## src/rtl/store_write_controller.sv

```systemverilog
// store_write_controller: formats SB/SH/SW stores into byte lanes and issues them in order to a waitrequest memory port
//   clk, rst_n                 clock, asynchronous active-low reset
//   req_valid/req_ready        store request handshake; ready only while the FIFO has room
//   req_op, req_addr, req_data MIPS store opcode, byte address, rt value
//   mem_address/mem_write/mem_writedata/mem_byteenable/mem_waitrequest  memory master port
//   idle                       no write in flight and nothing queued
//   store_err                  one-cycle pulse after an unsupported op or misaligned store is dropped
module store_write_controller #(
    parameter int DEPTH = 2
) (
    input  logic        clk,
    input  logic        rst_n,
    input  logic        req_valid,
    output logic        req_ready,
    input  logic [5:0]  req_op,
    input  logic [31:0] req_addr,
    input  logic [31:0] req_data,
    output logic [31:0] mem_address,
    output logic        mem_write,
    output logic [31:0] mem_writedata,
    output logic [3:0]  mem_byteenable,
    input  logic        mem_waitrequest,
    output logic        idle,
    output logic        store_err
);
    localparam int PW = $clog2(DEPTH);
    localparam logic [PW:0] FULL = (PW + 1)'(DEPTH);

    typedef enum logic {IDLE, WRITE} state_t;
    typedef struct packed {
        logic [29:0] addr;
        logic [31:0] data;
        logic [3:0]  be;
    } entry_t;

    state_t        state_q, state_d;
    entry_t        out_q, out_d, fmt;
    entry_t        fifo_q [DEPTH];
    entry_t        fifo_d [DEPTH];
    logic [PW-1:0] head_q, head_d, tail_q, tail_d;
    logic [PW:0]   count_q, count_d;
    logic          store_err_q, store_err_d;
    logic          is_sb, is_sh, is_sw, fmt_ok, accept, done, bypass, push, pop;
    logic [1:0]    a;

    assign a      = req_addr[1:0];
    assign is_sb  = req_op == 6'b101000;
    assign is_sh  = req_op == 6'b101001;
    assign is_sw  = req_op == 6'b101011;
    assign fmt_ok = is_sb || (is_sh && !a[0]) || (is_sw && a == 2'b00);

    assign fmt.addr = req_addr[31:2];
    assign fmt.data = is_sw ? req_data : is_sh ? {2{req_data[15:0]}} : {4{req_data[7:0]}};
    assign fmt.be   = is_sw ? 4'b1111 : ((is_sh ? 4'b0011 : 4'b0001) << a);

    assign req_ready = count_q < FULL;
    assign accept    = req_valid && req_ready;
    assign done      = state_q == WRITE && !mem_waitrequest;
    assign pop       = done && count_q != '0;
    // A valid store goes straight to the holding register when nothing is ahead of it.
    assign bypass    = accept && fmt_ok && (state_q == IDLE || (done && count_q == '0));
    assign push      = accept && fmt_ok && !bypass;

    always_comb begin
        fifo_d = fifo_q;
        if (push) fifo_d[tail_q] = fmt;
        tail_d      = push ? tail_q + PW'(1) : tail_q;
        head_d      = pop ? head_q + PW'(1) : head_q;
        count_d     = count_q + (PW + 1)'(push) - (PW + 1)'(pop);
        out_d       = bypass ? fmt : pop ? fifo_q[head_q] : out_q;
        state_d     = bypass ? WRITE : (done && count_q == '0) ? IDLE : state_q;
        store_err_d = accept && !fmt_ok;
    end

    always_ff @(posedge clk or negedge rst_n) begin
        if (!rst_n) begin
            state_q     <= IDLE;
            out_q       <= '0;
            fifo_q      <= '{default: '0};
            head_q      <= '0;
            tail_q      <= '0;
            count_q     <= '0;
            store_err_q <= 1'b0;
        end else begin
            state_q     <= state_d;
            out_q       <= out_d;
            fifo_q      <= fifo_d;
            head_q      <= head_d;
            tail_q      <= tail_d;
            count_q     <= count_d;
            store_err_q <= store_err_d;
        end
    end

    assign mem_write      = state_q == WRITE;
    assign mem_address    = {out_q.addr, 2'b00};
    assign mem_writedata  = out_q.data;
    assign mem_byteenable = out_q.be;
    assign idle           = state_q == IDLE;
    assign store_err      = store_err_q;
endmodule

```

## config.mk

```make
export PLATFORM = sky130hd
export DESIGN_NAME = store_write_controller
export DESIGN_NICKNAME = d
export VERILOG_FILES = /design/src/rtl/store_write_controller.sv
export SDC_FILE = /design/constraint.sdc
export NUM_CORES = 1
export LEC_CHECK = 0
export ABC_AREA = 1
export ABC_CLOCK_PERIOD_IN_PS = 1920
export CAP_MARGIN = 20
export CORE_MARGIN = 3
export CORE_UTILIZATION = 30
export CTS_BUF_LIST = sky130_fd_sc_hd__clkbuf_2 sky130_fd_sc_hd__clkbuf_4 sky130_fd_sc_hd__clkbuf_8
export DETAILED_ROUTE_END_ITERATION = 8
export SYNTH_ARGS = -nofsm -noshare
export SYNTH_HDL_FRONTEND = slang
export SYNTH_SLANG_ARGS = --single-unit
```

## constraint.sdc

```tcl
create_clock -name clk -period 1.92 [get_ports clk]
set_input_delay 0.192 -clock clk [delete_from_list [all_inputs] [get_ports clk]]
set_output_delay 0.192 -clock clk [all_outputs]
set_load 0.01 [all_outputs]
```

==> summary by stage <==
Timing
Hold is met by ~0.17 ns. Setup total negative slack on the finished layout was measured at 0 ns. The final worst-path cycle share is 91.9%. Setup repair after global routing left no endpoint under its margin. The worst clock skew is 0.0160 ns.

For the finished layout, the period the worst path requires is between 1.5 and 2 ns. The number of pins exceeding their max-slew limit in the final report is 0. The maximum frequency from static timing analysis is 0.567 GHz. The count of endpoints failing hold in the final timing report is 0. Setup violations remaining at the end of the flow were counted as 0.

Worst setup path
The worst stage delay on the critical path is 0.41 ns. The kind of critical path is reg -> reg. The critical path contains buffers and inverters numbering 3 combined. In this design, the largest share of critical-path delay is due to buffers and inverters. The critical path's slowest cell is sky130_fd_sc_hd__dfrtp_1. The critical path required time is 2.30 ns. Following the worst setup path forward leads to its endpoint at fifo_q[10]$_DFFE_PN0P_. Of all nets on the critical path, the largest fanout is 38.

The source of the critical timing path is count_q[1]$_DFF_PN0_. Walking the worst path, the cells encountered are nor2_2, inv_2, nor2_2, nor2_4, buf_4, nand4_4, buf_4, o21ai_0. The worst register-to-register path ends at fifo_q[10]$_DFFE_PN0P_. The worst register-to-register path has a setup slack of 0.16 ns. In this run the critical register-to-register path is launched from count_q[1]$_DFF_PN0_. The critical path crosses 8 cells after its start point.

Data on the critical path arrives at its endpoint at between 2 and 2.5 ns. The number of cells traversed by the worst register-to-register path is 8. STA classifies the critical path startpoint as a register.

STA classifies the critical path endpoint as a register.

Placement
The global placer's final weighted congestion is between 0.8 and 0.9. Input and output buffers added on the ports amount to approximately 140. The placed wire-length estimate is 17600 um. The number of placed instances, taps included is between 1500 and 2000.

Synthesis
Ranked by total cell area, the synthesized netlist is headed by sky130_fd_sc_hd__dfrtp_1 (54%), sky130_fd_sc_hd__nand2_1 (14%), sky130_fd_sc_hd__nand3_1 (7.1%). The combined area of all synthesized cells is 9490 um2. The post-synthesis sequential element count is slightly above 200.

The commonest cells after synthesis are sky130_fd_sc_hd__nand2_1 (358), sky130_fd_sc_hd__dfrtp_1 (204), sky130_fd_sc_hd__nand3_1 (134), sky130_fd_sc_hd__inv_1 (71). In this run, synthesis inferred 0 flip-flops with an integrated enable. Counting flops with an async set or reset pin after synthesis yields a share of 100%. During synthesis, Yosys emitted a total of 0 warnings. The number of distinct library cells after synthesis is 32. The share of the Yosys chip area taken by registers is 53.8%. A synthesized cell averages 8.56 um2.

sky130_fd_sc_hd__dfrtp_1 takes more of the synthesized area than any other cell. The most used standard cell by instance count after synthesis is sky130_fd_sc_hd__nand2_1. The share of the synthesized area in the top cell type is between 50% and 60%. The synthesized instance count is roughly 1100.

The leading register cell type out of synthesis is sky130_fd_sc_hd__dfrtp_1.

Job
The number of violations of the max-capacitance limit is 0.

GRT
The overall global routing resource usage is 16.4%. Entering global routing, the biggest net connects 68 pins. The initial antenna violation count was 0. The number of global-route vias before repair is 8240. The first global-routing pass estimated 45100 um of wire. The total overflow left after global routing is 0.

Pwr
Power spread over the standard cell area amounts to between 1000 and 1500 nW/um2. The post-route total power is between 10 and 15 mW. IR analysis of the VDD net gives a maximum drop of 0.000550 V. For this design the static power due to leakage is just over 6 nW.

Die
The boundary pin count is ~150. The die covers ~34000 um2. Measured along the x axis, the die boundary spans between 150 and 200 um. The die is 184 um tall. The core area is approximately 30000 um2.

Once the floorplan was initialized, standard cells occupied between 30% and 40% of the core. Row generation in the floorplan step produced 64 rows.

Status
The flow ran to the end, and the final reports show no timing, DRC or antenna violations.

Routing
The wire length after detailed routing is 27500 um. Once detail routing completed, the nets flagged for antenna violations numbered 0. The via count is 8070.

After the first detailed-routing iteration, the DRC count stood at 539. After detailed routing, the average wire length per cell comes to 16.3 um. After detailed routing, the number of vias per cell comes to 4.78.

The count of unresolved DRC violations after routing is 0. The number of detailed-route iterations in the first pass is 6.

Clock network
The clock sink count is 204. At the later pin of the worst-skew pair, clock insertion delay measures 0.53 ns. The H-tree was split into 2 levels. In this run the post-CTS setup repair buffer count came out at 0. The CTS root buffer is sky130_fd_sc_hd__clkbuf_8. The clock passes through at most 3 buffers. The clock tree from TritonCTS is done. Clock-pin slew was measured on the worst setup and hold paths at about 0.05 ns.

The number of buffers added by the clock tree synthesis step is 40.

Finish
Leaving out filler cells and counting taps, the final layout contains 1689. The number of antenna cells inserted is 0. From synthesis to final layout, the design area changed by 31.0%. The share of post-route cells with drive strength above 1 is 14.5%. The net count of the finished layout is 1339.

Worst hold path
The classification of the worst-slack hold path is in -> async.
## cell usage in the layout, fill, tap and decap left out, types with 2 or more instances in the layout
| cell type | n |
|---|---|
| sky130_fd_sc_hd__buf_12 | 16 |
| sky130_fd_sc_hd__buf_4 | 26 |
| sky130_fd_sc_hd__clkbuf_4 | 11 |
| sky130_fd_sc_hd__clkbuf_8 | 56 |
| sky130_fd_sc_hd__clkdlybuf4s50_1 | 140 |
| sky130_fd_sc_hd__clkinv_1 | 2 |
| sky130_fd_sc_hd__clkinv_2 | 3 |
| sky130_fd_sc_hd__clkinvlp_4 | 2 |
| sky130_fd_sc_hd__conb_1 | 2 |
| sky130_fd_sc_hd__dfrtp_1 | 203 |
| sky130_fd_sc_hd__dlymetal6s2s_1 | 2 |
| sky130_fd_sc_hd__ha_1 | 2 |
| sky130_fd_sc_hd__inv_1 | 68 |
| sky130_fd_sc_hd__inv_2 | 6 |
| sky130_fd_sc_hd__nand2_1 | 358 |
| sky130_fd_sc_hd__nand3_1 | 134 |
| sky130_fd_sc_hd__nand3_2 | 2 |
| sky130_fd_sc_hd__nand4_4 | 2 |
| sky130_fd_sc_hd__nor2_1 | 5 |
| sky130_fd_sc_hd__nor2_2 | 3 |
| sky130_fd_sc_hd__nor2_4 | 2 |
| sky130_fd_sc_hd__o211ai_1 | 69 |
| sky130_fd_sc_hd__o21ai_0 | 69 |
| sky130_fd_sc_hd__o21ai_1 | 36 |
| sky130_fd_sc_hd__o21ai_2 | 2 |
| sky130_fd_sc_hd__or2_0 | 5 |
| sky130_fd_sc_hd__or2_1 | 5 |
| sky130_fd_sc_hd__or2_2 | 51 |
| sky130_fd_sc_hd__xor2_1 | 2 |
## worst reg2reg max path, cell delays in order, from the launching register on
cell	delay, ns
sky130_fd_sc_hd__dfrtp_1	0.41
sky130_fd_sc_hd__nor2_2	0.17
sky130_fd_sc_hd__inv_2	0.05
sky130_fd_sc_hd__nor2_2	0.12
sky130_fd_sc_hd__nor2_4	0.05
sky130_fd_sc_hd__buf_4	0.17
sky130_fd_sc_hd__nand4_4	0.12
sky130_fd_sc_hd__buf_4	0.37
sky130_fd_sc_hd__o21ai_0	0.17
## metal layers
| layer | share of wire, % | track usage (%) | vias to the layer above |
|---|---|---|---|
| li1 | - | - | 3927 |
| met1 | 48 | 24.2 | 3827 |
| met2 | 43 | 24.8 | 269 |
| met3 | 7.1 | 3.42 | 47 |
| met4 | 1.8 | 4.26 | 0 |
| met5 | 0 | 0 | - |
## power by group
| group | internal (mW) | total [mW] | switching, mW |
|---|---|---|---|
| Combinational | 2.31 | 4.52 | 2.21 |
| Clock | 2.89 | 4.78 | 1.89 |
| Sequential | 5.11 | 5.60 | 0.482 |
## flip-flops by register name (all words and copies together) (netlist names)
| name | flops |
|---|---|
| head_q | 1 |
| tail_q | 1 |
| fifo_q | 132 |
| count_q | 2 |
| mem_writedata | 32 |
| mem_write | 1 |
| mem_byteenable | 4 |
| mem_address | 30 |
| store_err | 1 |
## through the flow
| stage | util [%] | worst slack, ns | area, um2 |
|---|---|---|---|
| 5_1_grt | 40.2 | 0.0142 | 12400 |
| 4_1_cts | 40.2 | 0.0308 | 12400 |
| 3_5_place_dp | 37.3 | -0.238 | 11500 |
| 6_report | 40.2 | 0.155 | 12400 |
| 3_3_place_gp | 37.3 | -0.245 | 11500 |
| 2_1_floorplan | - | 0.0280 | 9500 |
## timing repair
action                                 in CTS  in global routing
gates resized for setup                     1                  2
setup endpoints to repair                   1                  2
endpoints found under the hold margin      83                  0
hold buffers                                1                  0
## cells by family after synthesis
kind of cell | count (synthesis) | synth area share [%]
fa+ha+maj | 2 | 0.264
flops | 204 | 53.8
buf+inv | 151 | 7.47
compound gates | 176 | 11.2
simple gates | 572 | 27.0
other cells | 1 | 0.0395
xor+xnor | 3 | 0.277
## final cells by class
cell class,instances,area (um2)
sequential,204,5110
clock buffer,66,840
clock inverter,6,60.1
tap,396,495
inverter,76,285
fill,3119,18500
multi-input combinational,755,3680
timing repair buffer,186,1970
## worst min-delay path by stage
stage / end / cells past startpoint
after floorplan: count_q[0]$_DFF_PN0_ / 0
after global placement: mem_address[26]$_DFFE_PN0P_ / 1
after detailed placement: mem_address[26]$_DFFE_PN0P_ / 1
after CTS: fifo_q[126]$_DFFE_PN0P_ / 2
after global routing: mem_address[26]$_DFFE_PN0P_ / 2
final: mem_address[26]$_DFFE_PN0P_ / 2
(Power assumes the default switching activity.)
